==> src/rtl/ula_op_controller.sv <==
// Command sequencer in front of the ULA logic datapath: logic ops and ADD finish in one
// cycle, MUL runs an iterative shift-add, and the result is held until the consumer takes it.
module ula_op_controller #(
    parameter int MUL_STEPS = 8
) (
    input  logic        clk,
    input  logic        rst_n,
    input  logic        cmd_valid,
    output logic        cmd_ready,
    input  logic [2:0]  cmd_op,
    input  logic [7:0]  cmd_a,
    input  logic [7:0]  cmd_b,
    output logic        res_valid,
    input  logic        res_ready,
    output logic [15:0] res_out,
    output logic        res_zero,
    output logic        res_err,
    output logic        busy
);

    localparam int CNT_W = (MUL_STEPS > 1) ? $clog2(MUL_STEPS) : 1;
    localparam logic [CNT_W-1:0] CNT_LAST = CNT_W'(MUL_STEPS - 1);

    localparam logic [2:0] OP_AND  = 3'b000;
    localparam logic [2:0] OP_OR   = 3'b001;
    localparam logic [2:0] OP_NAND = 3'b010;
    localparam logic [2:0] OP_XOR  = 3'b011;
    localparam logic [2:0] OP_NOR  = 3'b100;
    localparam logic [2:0] OP_ADD  = 3'b101;
    localparam logic [2:0] OP_MUL  = 3'b110;

    typedef enum logic [1:0] {
        ST_IDLE = 2'b00,
        ST_MUL  = 2'b01,
        ST_DONE = 2'b10
    } state_t;

    function automatic logic is_zero16(input logic [15:0] v);
        return (v == 16'h0000);
    endfunction

    // Single-cycle result as {err, value}; MUL never takes this path.
    function automatic logic [16:0] direct_result(input logic [2:0] op,
                                                  input logic [7:0] a,
                                                  input logic [7:0] b);
        logic [16:0] r;
        case (op)
            OP_AND:  r = {1'b0, 8'h00, a & b};
            OP_OR:   r = {1'b0, 8'h00, a | b};
            OP_NAND: r = {1'b0, 8'h00, ~(a & b)};
            OP_XOR:  r = {1'b0, 8'h00, a ^ b};
            OP_NOR:  r = {1'b0, 8'h00, ~(a | b)};
            OP_ADD:  r = {1'b0, 7'h00, {1'b0, a} + {1'b0, b}};
            default: r = {1'b1, 16'h0000};
        endcase
        return r;
    endfunction

    state_t           state_q, state_d;
    logic             cmd_ready_q, cmd_ready_d;
    logic             res_valid_q, res_valid_d;
    logic             busy_q, busy_d;
    logic [15:0]      mcand_q, mcand_d;
    logic [7:0]       mplier_q, mplier_d;
    logic [15:0]      acc_q, acc_d;
    logic [CNT_W-1:0] cnt_q, cnt_d;
    logic [15:0]      res_out_q, res_out_d;
    logic             res_zero_q, res_zero_d;
    logic             res_err_q, res_err_d;

    logic [15:0]      partial_s;
    logic [15:0]      acc_sum_s;
    logic [16:0]      direct_s;
    logic             accept_s;

    // Next-state, datapath and output-register computation.
    always_comb begin
        state_d    = state_q;
        mcand_d    = mcand_q;
        mplier_d   = mplier_q;
        acc_d      = acc_q;
        cnt_d      = cnt_q;
        res_out_d  = res_out_q;
        res_zero_d = res_zero_q;
        res_err_d  = res_err_q;

        partial_s = mplier_q[0] ? mcand_q : 16'h0000;
        acc_sum_s = acc_q + partial_s;
        direct_s  = direct_result(cmd_op, cmd_a, cmd_b);
        // cmd_ready_q is only ever high while idle, and stays low for the reset cycle.
        accept_s  = cmd_valid & cmd_ready_q;

        case (state_q)
            ST_IDLE: begin
                if (accept_s) begin
                    if (cmd_op == OP_MUL) begin
                        mcand_d  = {8'h00, cmd_a};
                        mplier_d = cmd_b;
                        acc_d    = 16'h0000;
                        cnt_d    = '0;
                        state_d  = ST_MUL;
                    end else begin
                        res_out_d  = direct_s[15:0];
                        res_err_d  = direct_s[16];
                        res_zero_d = is_zero16(direct_s[15:0]);
                        state_d    = ST_DONE;
                    end
                end else begin
                    state_d = ST_IDLE;
                end
            end
            ST_MUL: begin
                acc_d    = acc_sum_s;
                mcand_d  = {mcand_q[14:0], 1'b0};
                mplier_d = {1'b0, mplier_q[7:1]};
                cnt_d    = cnt_q + CNT_W'(1);
                if (cnt_q == CNT_LAST) begin
                    res_out_d  = acc_sum_s;
                    res_err_d  = 1'b0;
                    res_zero_d = is_zero16(acc_sum_s);
                    state_d    = ST_DONE;
                end else begin
                    state_d = ST_MUL;
                end
            end
            ST_DONE: begin
                if (res_ready) begin
                    state_d = ST_IDLE;
                end else begin
                    state_d = ST_DONE;
                end
            end
            default: begin
                state_d = ST_IDLE;
            end
        endcase

        cmd_ready_d = (state_d == ST_IDLE);
        res_valid_d = (state_d == ST_DONE);
        busy_d      = (state_d != ST_IDLE);
    end

    // State and output registers with synchronous active-low reset.
    always_ff @(posedge clk) begin
        if (!rst_n) begin
            state_q     <= ST_IDLE;
            cmd_ready_q <= 1'b0;
            res_valid_q <= 1'b0;
            busy_q      <= 1'b0;
            mcand_q     <= 16'h0000;
            mplier_q    <= 8'h00;
            acc_q       <= 16'h0000;
            cnt_q       <= '0;
            res_out_q   <= 16'h0000;
            res_zero_q  <= 1'b0;
            res_err_q   <= 1'b0;
        end else begin
            state_q     <= state_d;
            cmd_ready_q <= cmd_ready_d;
            res_valid_q <= res_valid_d;
            busy_q      <= busy_d;
            mcand_q     <= mcand_d;
            mplier_q    <= mplier_d;
            acc_q       <= acc_d;
            cnt_q       <= cnt_d;
            res_out_q   <= res_out_d;
            res_zero_q  <= res_zero_d;
            res_err_q   <= res_err_d;
        end
    end

    assign cmd_ready = cmd_ready_q;
    assign res_valid = res_valid_q;
    assign busy      = busy_q;
    assign res_out   = res_out_q;
    assign res_zero  = res_zero_q;
    assign res_err   = res_err_q;

endmodule
==> config.mk <==
export PLATFORM = sky130hd
export DESIGN_NAME = ula_op_controller
export DESIGN_NICKNAME = d
export VERILOG_FILES = /design/src/rtl/ula_op_controller.sv
export SDC_FILE = /design/constraint.sdc
export NUM_CORES = 1
export LEC_CHECK = 0
export CORE_MARGIN = 2
export CORE_UTILIZATION = 30
export CTS_CLUSTER_DIAMETER = 120
export CTS_CLUSTER_SIZE = 16
export DETAILED_ROUTE_END_ITERATION = 6
export GPL_ROUTABILITY_DRIVEN = 0
export PLACE_DENSITY = 0.48
export SLEW_MARGIN = 0
export SYNTH_ARGS = -nofsm -noshare
export SYNTH_HDL_FRONTEND = slang
export SYNTH_SLANG_ARGS = --single-unit
==> constraint.sdc <==
create_clock -name clk -period 6.2 [get_ports clk]
set_clock_uncertainty 0.2 [all_clocks]
set_input_delay 0.62 -clock clk [delete_from_list [all_inputs] [get_ports clk]]
set_output_delay 0.62 -clock clk [all_outputs]
set_load 0.005 [all_outputs]
==> flow_summary.ini <==
[cts]
cts_buffer_depth = 2
cts_buf_count = 9
h-tree-depth = 3
clock-sinks = 66
cts_post_setup_buffers_inserted = 0
cts_tree = built
clock_tree.root_cell = clkbuf_16
clk_transition_reported_paths_ns = 0.06
post_cts_resize_count = 0
postCtsHoldBufs = 0
clkLatencyLatePin_ns = 0.34

[synth]
post_synth_instance_area_sq_um = 4610
yosysWarnings = 0
synthesis.area_per_instance_sq_um = 7.67
synth-async-reset-ratio_pct = 0
mappedNetlistNets = 659
post_synth_inst_count = 601
synth_top_area_cell = dfxtp_1
ys_types = 70
post_synth_main_area_contributors = dfxtp_1 (29%), ha_1 (9.2%), nand2_1 (5.9%)
seq_area_frac_synth_pct = 28.6
synth_flop_cell = dfxtp_1
synth-seq-cells = 66
post_synth_edffs = 0
synth.top_cell.area_share_pct = 28.6

[setup_path]
required_time_of_the_worst_setup_path_ns = 6.24
crit_arrival_ns = 3.53
critical_path.cell_chain = clkdlybuf4s50_1 > and3b_1 > a31oi_1 > nor2_2 > nor2_1 > a311oi_1
critPathKind = in -> reg
r2r_cells = 10
timing.critical_path.from_type = input pin
critical_path.max_stage_delay_ns = 1.18
setup.worst_path.start = cmd_op[1]
worst_r2r_endpoint = res_zero
cp-end-kind = flop
crit_path_max_fanout = 31
regToRegSetupSlack_ns = 2.71
worst_path_max_delay_cell = clkdlybuf4s50_1
worst_setup_path_endpoint = mplier_q[6]
timing.rr.start = mplier_q[0]

[drt]
route.final.wire_length_um = 13100
num_vias = 4313
drc = 0
avgRoutedWirePerCell_um = 16.2
antenna_violating_nets_post_route = 0
detail_route.first_pass.iterations = 4
routed_via_density = 5.34
drt-initial-drc-count = 295

[pwr]
vdd_ir_drop_max_v = 0.000124
post_layout_power_mw = 1.16
power-per-cell-area_nw_per_um2 = 214
static-leakage-power_nw = 2.15

[finish]
final_core_utilization_pct = 36.0
fill_cells = 1599
layout-drive-gt1-share_pct = 5.97
n_antenna_cell = 0
instances_no_fill = 808
design_area_sq_um = 5440
layout.cells.most_common = nand2_1
number_of_nets_in_the_layout = 673
layout_common_cells = nand2_1 (73), dfxtp_1 (66), nor2_1 (62)
area_added_between_synthesis_and_finish_pct = 17.9

[placement]
placed_cells = 792
dpl_worst_slack_ns = 2.40
port_buffers = 43
detailed_place_hpwl_um = 9590
placedInstanceArea_sq_um = 5110

[die]
chipWidth_um = 128
initial_utilization_pct = 30.6
die_height_um = 128
fp.dieArea_sq_um = 16400
rows = 45
fp.coreArea_sq_um = 15100
pin_count = 44

[sta]
rsz0062_at_grt = no
final.period_utilization_pct = 56.4
worst_slack_ns = 2.70
maxSlewHeadroom_pct = 25.0
timing_worst_slew_pin_value_ns = 1.12
finalWorstPathRequiredPeriod_ns = 3.50
holdWs_ns = 0.258
final-setup-viol-count = 0
max_clock_freq_mhz = 286
timing_max_transition_violations_final = 0
sum_of_negative_setup_slack_ns = 0
final-hold-violation-count = 0

[run]
drv_cap = 0

[global_routing]
grt-ovfl-total = 0
first_global_vias = 4077
grt_start_max_net_pins = 59
grt_first_pass_wirelength_um = 21600
grt_use_total_pct = 16.5
grt_antenna_before_repair = 0

[min_path]
worstHoldPathType = reg -> reg

[run_status]
outcome = finished, final reports clean
-- power by group --
part	leakage (nW)	internal [mW]	switching (mW)	total [mW]
sequential	0.534	0.435	0.00906	0.444
clock	0.160	0.355	0.209	0.564
combinational	1.45	0.0669	0.0882	0.155
-- cell usage after synthesis (3+ instances only) --
library cell  number
ha_1              34
nor2_1            63
xor2_1             4
dfxtp_1           66
buf_1              6
nand3b_1           3
clkbuf_1          23
mux2i_1            8
a211o_1            3
nand4_1            5
or2_2              6
nor3_1             8
o2111ai_1          4
a311oi_1          14
and2_1            19
nor2b_1            7
buf_2              9
inv_1             24
nand2_1           73
xnor2_1           13
a22oi_1           21
nor4_1             6
a211oi_2           3
a21oi_1           47
nand2b_1           8
o211ai_1           5
a31oi_1            8
a211oi_1           9
nor3b_1            3
a21o_1             8
or3_1              3
o21ai_0           23
nand3_1           20
-- worst min-delay path by stage --
stage / slack (ns) / start / end / cells past startpoint
5_1_grt: 0.28 / res_out[13] / res_out[13] / 2
3_3_place_gp: 0.25 / mplier_q[7] / mplier_q[7] / 2
4_1_cts: 0.26 / res_out[13] / res_out[13] / 2
3_5_place_dp: 0.25 / res_out[13] / res_out[13] / 2
2_1_floorplan: 0.23 / mplier_q[7] / mplier_q[7] / 2
6_report: 0.26 / res_out[13] / res_out[13] / 2
-- state kept, by name, indices dropped and copies added, names as in the netlist --
register / cells
acc_q: 16
mcand_q: 16
res_out: 16
mplier_q: 8
cnt_q: 3
state_q: 2
busy: 1
cmd_ready: 1
res_err: 1
res_valid: 1
res_zero: 1
-- layout make-up --
| cell class | instances | area [sq um] | share of cell area [%] |
|---|---|---|---|
| multi-input combinational | 469 | 3020 | 55.5 |
| timing repair buffer | 45 | 445 | 8.19 |
| tap | 188 | 235 | 4.33 |
| sequential | 66 | 1320 | 24.3 |
| inverter | 24 | 90.1 | 1.66 |
| clock buffer | 9 | 225 | 4.14 |
| clock inverter | 7 | 100 | 1.84 |
-- critical path: cells and delay by family --
family                 cells  cell delay (ns)
buffers and inverters      1             1.18
AND/OR/NAND/NOR            3             1.30
AO/OA/AOI/OAI              2             0.43
-- layer usage --
metal	share of wire (%)	GRT usage [%]	vias to the layer above
met4	2.2	6.33	0
met2	46	26.1	60
li1	-	-	2201
met3	2.4	2.46	16
met5	0	0	-
met1	50	22.6	2036
-- cell families (layout without fill, tap and decap cells) --
family,Yosys count,after routing,share of synthesized area (%)
buffers and inverters,66,85,6.10
adder cells (fa/ha/maj),35,35,9.66
XOR/XNOR,17,17,3.23
AO/OA/AOI/OAI,172,172,25.8
flip-flops,66,66,28.6
multiplexers,8,8,1.74
AND/OR/NAND/NOR,237,237,24.8
No activity file was read; power rests on OpenSTA's default activity.
